**src/rtl/issue_pkg.sv**
```systemverilog
// Shared types and opcode constants for the dual-issue pairing stage.
// Optional statistics counters are enabled in the top with ISSUE_STATS_EN.
package issue_pkg;

  // Opcodes that matter to register decode and memory-pair detection
  localparam logic [5:0] OP_RTYPE = 6'h00;
  localparam logic [5:0] OP_ADDI  = 6'h08;
  localparam logic [5:0] OP_ADDIU = 6'h09;
  localparam logic [5:0] OP_SLTI  = 6'h0A;
  localparam logic [5:0] OP_ANDI  = 6'h0C;
  localparam logic [5:0] OP_ORI   = 6'h0D;
  localparam logic [5:0] OP_LUI   = 6'h0F;
  localparam logic [5:0] OP_LW    = 6'h23;
  localparam logic [5:0] OP_SW    = 6'h2B;

  typedef enum logic {
    IDLE  = 1'b0,
    SPLIT = 1'b1
  } issue_state_t;

  typedef struct packed {
    logic [4:0] rs;
    logic [4:0] rt;
    logic [4:0] dest;
    logic       wen;
    logic       is_mem;
  } decoded_t;

  // True when the younger word cannot issue alongside the older one:
  // it reads or rewrites the older word's destination, or both touch memory.
  function automatic logic pair_conflict(decoded_t older, decoded_t younger);
    logic raw;
    logic waw;
    logic mem;
    raw = older.wen && ((younger.rs == older.dest) || (younger.rt == older.dest));
    waw = older.wen && younger.wen && (older.dest == younger.dest);
    mem = older.is_mem && younger.is_mem;
    return raw | waw | mem;
  endfunction

endpackage

```
**src/rtl/issue_pair_if.sv**
```systemverilog
// Fetch-side and issue-side handshake bundle for issue_pair.
// master = surrounding pipeline (fetch + execute), slave = the issue stage.
interface issue_pair_if;

  logic        flush;
  logic        in_valid_1;
  logic        in_valid_2;
  logic [31:0] in_instr_1;
  logic [31:0] in_instr_2;
  logic        in_ready;
  logic        out_ready;
  logic        out_valid_1;
  logic        out_valid_2;
  logic [31:0] out_instr_1;
  logic [31:0] out_instr_2;
  logic [4:0]  readaddr1_1;
  logic [4:0]  readaddr2_1;
  logic [4:0]  readaddr1_2;
  logic [4:0]  readaddr2_2;
  logic [4:0]  dest_1;
  logic [4:0]  dest_2;
  logic        wen_1;
  logic        wen_2;

  modport master (
    output flush, in_valid_1, in_valid_2, in_instr_1, in_instr_2, out_ready,
    input  in_ready, out_valid_1, out_valid_2, out_instr_1, out_instr_2,
    input  readaddr1_1, readaddr2_1, readaddr1_2, readaddr2_2,
    input  dest_1, dest_2, wen_1, wen_2
  );

  modport slave (
    input  flush, in_valid_1, in_valid_2, in_instr_1, in_instr_2, out_ready,
    output in_ready, out_valid_1, out_valid_2, out_instr_1, out_instr_2,
    output readaddr1_1, readaddr2_1, readaddr1_2, readaddr2_2,
    output dest_1, dest_2, wen_1, wen_2
  );

endinterface

```
**src/rtl/issue_decode.sv**
```systemverilog
// Combinational register-field extractor for one 32-bit instruction word.
module issue_decode
  import issue_pkg::*;
(
  input  logic [31:0] instr,
  output decoded_t    dec
);

  logic [5:0] opcode;
  logic       unused_low_bits;

  assign opcode = instr[31:26];
  // shamt/funct/immediate bits never influence register fields
  assign unused_low_bits = ^instr[10:0];

  // Pick source fields, destination and memory flag from the opcode
  always_comb begin
    logic has_write;
    dec        = '0;
    has_write  = 1'b0;
    dec.rs     = instr[25:21];
    dec.rt     = instr[20:16];
    case (opcode)
      OP_RTYPE: begin
        has_write = 1'b1;
        dec.dest  = instr[15:11];
      end
      OP_ADDI, OP_ADDIU, OP_SLTI, OP_ANDI, OP_ORI, OP_LUI, OP_LW: begin
        has_write = 1'b1;
        dec.dest  = instr[20:16];
      end
      default: begin
        has_write = 1'b0;
        dec.dest  = 5'd0;
      end
    endcase
    dec.wen    = has_write && (dec.dest != 5'd0);
    dec.is_mem = (opcode == OP_LW) || (opcode == OP_SW);
  end

endmodule

```
**src/rtl/issue_pair.sv**
```systemverilog
// Dual-issue pairing stage: accepts up to two fetched words, splits
// intra-pair RAW/WAW/memory conflicts across two cycles, and registers
// the issue slots feeding the register file and execute stage.
// Define ISSUE_STATS_EN to add the pair_count/split_count counters.
module issue_pair
  import issue_pkg::*;
(
  input  logic         clk,
  input  logic         rst,
  issue_pair_if.slave  bus
`ifdef ISSUE_STATS_EN
  ,
  output logic [31:0]  pair_count,
  output logic [31:0]  split_count
`endif
);

  decoded_t     dec_1;
  decoded_t     dec_2;
  decoded_t     dec_hold;
  issue_state_t state;
  logic [31:0]  hold_instr;
  logic         split;
  logic         accept;

  issue_decode u_dec_1    (.instr(bus.in_instr_1), .dec(dec_1));
  issue_decode u_dec_2    (.instr(bus.in_instr_2), .dec(dec_2));
  issue_decode u_dec_hold (.instr(hold_instr),     .dec(dec_hold));

  assign split  = bus.in_valid_1 && bus.in_valid_2 && pair_conflict(dec_1, dec_2);
  assign accept = bus.in_valid_1 && bus.in_ready;

  // Fetch may advance only in IDLE, when downstream drains, and not while flushing
  always_comb begin
    bus.in_ready = (state == IDLE) && bus.out_ready && !bus.flush;
  end

  // Pairing FSM with registered issue slots and the split hold register
  always_ff @(posedge clk or posedge rst) begin
    if (rst) begin
      state           <= IDLE;
      hold_instr      <= '0;
      bus.out_valid_1 <= 1'b0;
      bus.out_valid_2 <= 1'b0;
      bus.out_instr_1 <= '0;
      bus.out_instr_2 <= '0;
      bus.readaddr1_1 <= '0;
      bus.readaddr2_1 <= '0;
      bus.readaddr1_2 <= '0;
      bus.readaddr2_2 <= '0;
      bus.dest_1      <= '0;
      bus.dest_2      <= '0;
      bus.wen_1       <= 1'b0;
      bus.wen_2       <= 1'b0;
    end else if (bus.flush) begin
      state           <= IDLE;
      hold_instr      <= '0;
      bus.out_valid_1 <= 1'b0;
      bus.out_valid_2 <= 1'b0;
    end else if (bus.out_ready) begin
      case (state)
        IDLE: begin
          if (accept) begin
            bus.out_valid_1 <= 1'b1;
            bus.out_instr_1 <= bus.in_instr_1;
            bus.readaddr1_1 <= dec_1.rs;
            bus.readaddr2_1 <= dec_1.rt;
            bus.dest_1      <= dec_1.dest;
            bus.wen_1       <= dec_1.wen;
            if (split) begin
              bus.out_valid_2 <= 1'b0;
              bus.out_instr_2 <= '0;
              bus.readaddr1_2 <= '0;
              bus.readaddr2_2 <= '0;
              bus.dest_2      <= '0;
              bus.wen_2       <= 1'b0;
              hold_instr      <= bus.in_instr_2;
              state           <= SPLIT;
            end else if (bus.in_valid_2) begin
              bus.out_valid_2 <= 1'b1;
              bus.out_instr_2 <= bus.in_instr_2;
              bus.readaddr1_2 <= dec_2.rs;
              bus.readaddr2_2 <= dec_2.rt;
              bus.dest_2      <= dec_2.dest;
              bus.wen_2       <= dec_2.wen;
            end else begin
              bus.out_valid_2 <= 1'b0;
              bus.out_instr_2 <= '0;
              bus.readaddr1_2 <= '0;
              bus.readaddr2_2 <= '0;
              bus.dest_2      <= '0;
              bus.wen_2       <= 1'b0;
            end
          end else begin
            bus.out_valid_1 <= 1'b0;
            bus.out_valid_2 <= 1'b0;
          end
        end
        SPLIT: begin
          bus.out_valid_1 <= 1'b1;
          bus.out_instr_1 <= hold_instr;
          bus.readaddr1_1 <= dec_hold.rs;
          bus.readaddr2_1 <= dec_hold.rt;
          bus.dest_1      <= dec_hold.dest;
          bus.wen_1       <= dec_hold.wen;
          bus.out_valid_2 <= 1'b0;
          bus.out_instr_2 <= '0;
          bus.readaddr1_2 <= '0;
          bus.readaddr2_2 <= '0;
          bus.dest_2      <= '0;
          bus.wen_2       <= 1'b0;
          hold_instr      <= '0;
          state           <= IDLE;
        end
        default: begin
          state <= IDLE;
        end
      endcase
    end
  end

`ifdef ISSUE_STATS_EN
  // Count dual-slot issues and split decisions; survive flush, clear on reset
  always_ff @(posedge clk or posedge rst) begin
    if (rst) begin
      pair_count  <= '0;
      split_count <= '0;
    end else begin
      if (accept && !split && bus.in_valid_2) begin
        pair_count <= pair_count + 32'd1;
      end
      if (accept && split) begin
        split_count <= split_count + 32'd1;
      end
    end
  end
`endif

endmodule
```
**src/flat_wrapper.sv**
```systemverilog
// flat-port wrapper written by rule: the top's interface ports become plain ports
module issue_pair_flat import issue_pkg::*;
  (clk, rst, bus_flush, bus_in_valid_1, bus_in_valid_2, bus_in_instr_1, bus_in_instr_2, bus_out_ready, bus_in_ready, bus_out_valid_1, bus_out_valid_2, bus_out_instr_1, bus_out_instr_2, bus_readaddr1_1, bus_readaddr2_1, bus_readaddr1_2, bus_readaddr2_2, bus_dest_1, bus_dest_2, bus_wen_1, bus_wen_2);
  issue_pair_if bus_i ();
  input  logic clk;
  input  logic rst;
  input wire logic [$bits(bus_i.flush)-1:0] bus_flush;
  input wire logic [$bits(bus_i.in_valid_1)-1:0] bus_in_valid_1;
  input wire logic [$bits(bus_i.in_valid_2)-1:0] bus_in_valid_2;
  input wire logic [$bits(bus_i.in_instr_1)-1:0] bus_in_instr_1;
  input wire logic [$bits(bus_i.in_instr_2)-1:0] bus_in_instr_2;
  input wire logic [$bits(bus_i.out_ready)-1:0] bus_out_ready;
  output wire logic [$bits(bus_i.in_ready)-1:0] bus_in_ready;
  output wire logic [$bits(bus_i.out_valid_1)-1:0] bus_out_valid_1;
  output wire logic [$bits(bus_i.out_valid_2)-1:0] bus_out_valid_2;
  output wire logic [$bits(bus_i.out_instr_1)-1:0] bus_out_instr_1;
  output wire logic [$bits(bus_i.out_instr_2)-1:0] bus_out_instr_2;
  output wire logic [$bits(bus_i.readaddr1_1)-1:0] bus_readaddr1_1;
  output wire logic [$bits(bus_i.readaddr2_1)-1:0] bus_readaddr2_1;
  output wire logic [$bits(bus_i.readaddr1_2)-1:0] bus_readaddr1_2;
  output wire logic [$bits(bus_i.readaddr2_2)-1:0] bus_readaddr2_2;
  output wire logic [$bits(bus_i.dest_1)-1:0] bus_dest_1;
  output wire logic [$bits(bus_i.dest_2)-1:0] bus_dest_2;
  output wire logic [$bits(bus_i.wen_1)-1:0] bus_wen_1;
  output wire logic [$bits(bus_i.wen_2)-1:0] bus_wen_2;
  assign bus_i.flush = bus_flush;
  assign bus_i.in_valid_1 = bus_in_valid_1;
  assign bus_i.in_valid_2 = bus_in_valid_2;
  assign bus_i.in_instr_1 = bus_in_instr_1;
  assign bus_i.in_instr_2 = bus_in_instr_2;
  assign bus_i.out_ready = bus_out_ready;
  assign bus_in_ready = bus_i.in_ready;
  assign bus_out_valid_1 = bus_i.out_valid_1;
  assign bus_out_valid_2 = bus_i.out_valid_2;
  assign bus_out_instr_1 = bus_i.out_instr_1;
  assign bus_out_instr_2 = bus_i.out_instr_2;
  assign bus_readaddr1_1 = bus_i.readaddr1_1;
  assign bus_readaddr2_1 = bus_i.readaddr2_1;
  assign bus_readaddr1_2 = bus_i.readaddr1_2;
  assign bus_readaddr2_2 = bus_i.readaddr2_2;
  assign bus_dest_1 = bus_i.dest_1;
  assign bus_dest_2 = bus_i.dest_2;
  assign bus_wen_1 = bus_i.wen_1;
  assign bus_wen_2 = bus_i.wen_2;
  issue_pair u_core (.clk(clk), .rst(rst), .bus(bus_i));
endmodule
```
**config.mk**
```make
export PLATFORM = sky130hd
export DESIGN_NAME = issue_pair_flat
export DESIGN_NICKNAME = d
export VERILOG_FILES = /design/src/rtl/issue_pkg.sv /design/src/rtl/issue_pair_if.sv /design/src/rtl/issue_decode.sv /design/src/rtl/issue_pair.sv /design/src/flat_wrapper.sv
export SDC_FILE = /design/constraint.sdc
export NUM_CORES = 1
export LEC_CHECK = 0
export CORE_UTILIZATION = 47
export CTS_CLUSTER_SIZE = 10
export DETAILED_ROUTE_END_ITERATION = 16
export GPL_ROUTABILITY_DRIVEN = 0
export PLACE_DENSITY = 0.8
export SYNTH_ARGS = -nofsm -noshare
export SYNTH_HDL_FRONTEND = slang
export SYNTH_SLANG_ARGS = --single-unit
```
**constraint.sdc**
```tcl
create_clock -name clk -period 3.91 [get_ports clk]
set_clock_uncertainty 0.2 [all_clocks]
set_input_delay 0.391 -clock clk [delete_from_list [all_inputs] [get_ports clk]]
set_output_delay 0.391 -clock clk [all_outputs]
set_load 0.1 [all_outputs]
```
==> run_results.csv <==
group,metric,value,unit
placed_design,dp_hpwl,11650,um
power,p_clk_share,25.1,%
logic_synthesis,ys.flop_type,"dfrtp_1",
final_layout,area_growth,37.23,%
logic_synthesis,seq_area_frac_synth,50.95,%
route,drt-pass1-iter-count,6,
final_layout,final_cell_mix,"clkdlybuf4s50_1 (167), dfrtp_1 (111), a32o_1 (68), nand2_1 (37), o21ai_0 (32)",
floorplan,die_h,109.7,um
worst_setup_path,endpoint_kind,"flop",
sta,final.min_clock_period,3.681,ns
worst_hold_path,hold_start,"u_core.bus.out_instr_1[12]",
worst_setup_path,arrival,3.77,ns
worst_setup_path,required,3.99,ns
sta,hold_violations,0,
sta,max_slew.worst_pin.slew,1.036,ns
worst_setup_path,worstRegToRegCells,8,
worst_setup_path,crit_path_start_kind,"input port",
power,p_comb_share,41.9,%
logic_synthesis,yosysTopAreaCell,"dfrtp_1",
clock_network,postCtsHoldBufs,0,
power,vdd_ir_drop_max,0.3542,mV
worst_setup_path,rrSetupSlack,1.40,ns
global_route,grt_pass1_vias,4717,
route,drt-vias-per-instance,6.330,
route,wl_per_cell,21.52,um
sta,finalCritPeriodShare,94.15,%
sta,relSlewSlack,30.74,%
global_route,grt-ovfl-total,0,
route,drt_wl_total,16490,um
clock_network,clockBufferDepth,2,
worst_hold_path,hp-class,"reg -> reg",
clock_network,postCtsSetupRepairBufs,0,
logic_synthesis,syn-num-nets,551,
floorplan,die_w,109.7,um
clock_network,post_cts_resized,0,
worst_setup_path,critPathMaxFanout,15,
route,first_iter_violations,428,
power,p_seq_share,33.0,%
clock_network,htreeDepth,3,
floorplan,die_area,12030,um^2
global_route,grt_max_degree,80,
power,p_per_area,539.7,nW/um^2
logic_synthesis,synthTopCellsByArea,"dfrtp_1 (51%), a32o_1 (12%), mux2i_1 (5.0%)",
floorplan,io_pins,169,
clock_network,cts_tree,"done",
logic_synthesis,synth_cell_types,63,
global_route,grt_usage,27.95,%
floorplan,core_area,11080,um^2
power,p_sw,1813,uW
worst_hold_path,hold_path_end,"u_core.bus.out_instr_1[12]",
route,route.detailed.drc,0,
power,leakage,0.003104,uW
power,swShare,44.90,%
logic_synthesis,synth-edff-count,0,
power,internal_power,2225,uW
run_status,status,"complete, no violations",
route,dr_total_vias,4849,
final_layout,fin_nets,691,
sta,drv_slew,0,
sta,whs,0.2826,ns
power,total_power,4037,uW
worst_setup_path,reg2reg_from,"u_core.hold_instr[28]",
floorplan,initial_core_util,49.21,%
sta,fmax,271.6,MHz
logic_synthesis,syn_area,5451,um^2
flow_run,max_cap_violations,0,
logic_synthesis,async_reset_ff_share,100.0,%
final_layout,num_antenna_cells,0,
floorplan,rows,38,
final_layout,final_common_cell,"clkdlybuf4s50_1",
logic_synthesis,synth_top_area_share,50.95,%
placed_design,port_buffers,168,
final_layout,drive_gt1_share,8.466,%
clock_network,clk-insertion-delay-late,0.35,ns
clock_network,clk_pin_slew,0.08,ns
worst_setup_path,r2r-end,"u_core.bus.wen_1",
global_route,antenna_found_initial,1,
logic_synthesis,syn-instance-count,481,
clock_network,cts_root_buf,"clkbuf_16",
global_route,grt_pass1_wl,25180,um
clock_network,cts_buffers,9,
worst_hold_path,min_path_cells,2,
logic_synthesis,yosysWarnings,0,
sta,grt_setup_unrepaired,"no",
clock_network,numClockSinks,111,
sta,setup_violations,0,
logic_synthesis,yosys_register_bits,111,
worst_setup_path,crit_type,"in -> reg",
final_layout,num-fill-cells,833,
route,postRouteAntennaNets,0,
logic_synthesis,syn_avg_cell_area,11.33,um^2
power groups by stage:
stage | Sequential [uW] | Clock [uW] | Combinational [uW]
global placement | 1350 | 0 | 1680
detailed placement | 1350 | 0 | 1690
floorplan | 2130 | 0 | 490
CTS | 1330 | 1020 | 1700
finish | 1330 | 1010 | 1690
global route | 1340 | 1060 | 1740
layout make-up:
class	count	area [um^2]	share of cell area (%)
Multi-Input combinational cell	298	2301	30.76
Tap cell	140	175.2	2.342
Sequential cell	111	2778	37.13
Clock buffer	9	225.2	3.011
Clock inverter	7	100.1	1.338
Timing Repair Buffer	187	1847	24.69
Inverter	14	55.05	0.7359
critical path, cell delays in order:
cell and delay [ns]:
clkdlybuf4s50_1 0.59, and4bb_2 0.31, o21ai_0 0.36, a21oi_1 0.17, a22oi_1 0.53, xor2_1 0.13, a31o_1 0.28, o21a_1 0.22
a2111oi_4 0.31, buf_4 0.28, a32o_1 0.17
metrics by stage:
step / util, % / instances / instance area, um^2 / setup TNS (ns) / setup WS [ns]
2_1_floorplan: - / 481 / 5451 / 0 / 0.3883
3_3_place_gp: 64.59 / 750 / 7156 / 0 / 0.1022
3_5_place_dp: 64.59 / 750 / 7156 / -0.7298 / -0.04842
4_1_cts: 67.53 / 766 / 7481 / 0 / 0.3084
5_1_grt: 67.53 / 766 / 7481 / 0 / 0.1056
6_report: 67.53 / 766 / 7481 / 0 / 0.2288
cell families (layout without fill, tap and decap cells):
| logic type | after synthesis | count (layout) | share of synthesized area (%) |
|---|---|---|---|
| flip-flops | 111 | 111 | 50.95 |
| AO/OA/AOI/OAI | 159 | 159 | 24.81 |
| multiplexers | 27 | 27 | 4.958 |
| XOR/XNOR | 8 | 8 | 1.285 |
| AND/OR/NAND/NOR | 104 | 104 | 10.93 |
| buffers and inverters | 72 | 217 | 7.069 |
flip-flops by register name (all words and copies together) (netlist names):
register and count:
u_core.bus.dest_1 5, u_core.bus.dest_2 5, u_core.bus.out_instr_1 24, u_core.bus.out_instr_2 24, u_core.bus.out_valid_1 1, u_core.bus.out_valid_2 1, u_core.bus.readaddr1_1 4, u_core.bus.readaddr1_2 4
u_core.bus.readaddr2_1 4, u_core.bus.readaddr2_2 4, u_core.bus.wen_1 1, u_core.bus.wen_2 1, u_core.hold_instr 32, u_core.state 1
how the worst max path moves through the flow:
stage                                  start                     to
after floorplan                          rst   u_core.bus.dest_1[0]
after global placement    bus_in_instr_1[29]  u_core.hold_instr[22]
after detailed placement  bus_in_instr_1[28]  u_core.hold_instr[18]
after CTS                 bus_in_instr_1[28]  u_core.hold_instr[18]
after global routing      bus_in_instr_1[28]  u_core.hold_instr[28]
final                     bus_in_instr_1[28]  u_core.hold_instr[18]
Yosys cell counts, types with 5 or more instances:
master	count
xor2_1	5
and2_1	5
nor2_1	8
clkbuf_1	25
nand2_1	37
a22oi_1	6
nor2b_1	6
nand2b_1	5
nand3_1	8
a22o_1	9
nor3_1	5
o21ai_0	33
a222oi_1	9
buf_4	22
buf_1	5
a32o_1	68
inv_1	14
mux2i_1	27
dfrtp_1	111
routing by layer:
layer / routed length (um) / up-vias / GRT usage (%) / part of all wire [%]
li1: - / 2126 / - / -
met1: 6387 / 2395 / 37.55 / 39
met2: 7982 / 291 / 44.34 / 48
met3: 1779 / 35 / 5.809 / 11
met4: 321 / 2 / 11.14 / 1.9
met5: 13 / - / 0 / 0.079
No activity file was read; power rests on OpenSTA's default activity.
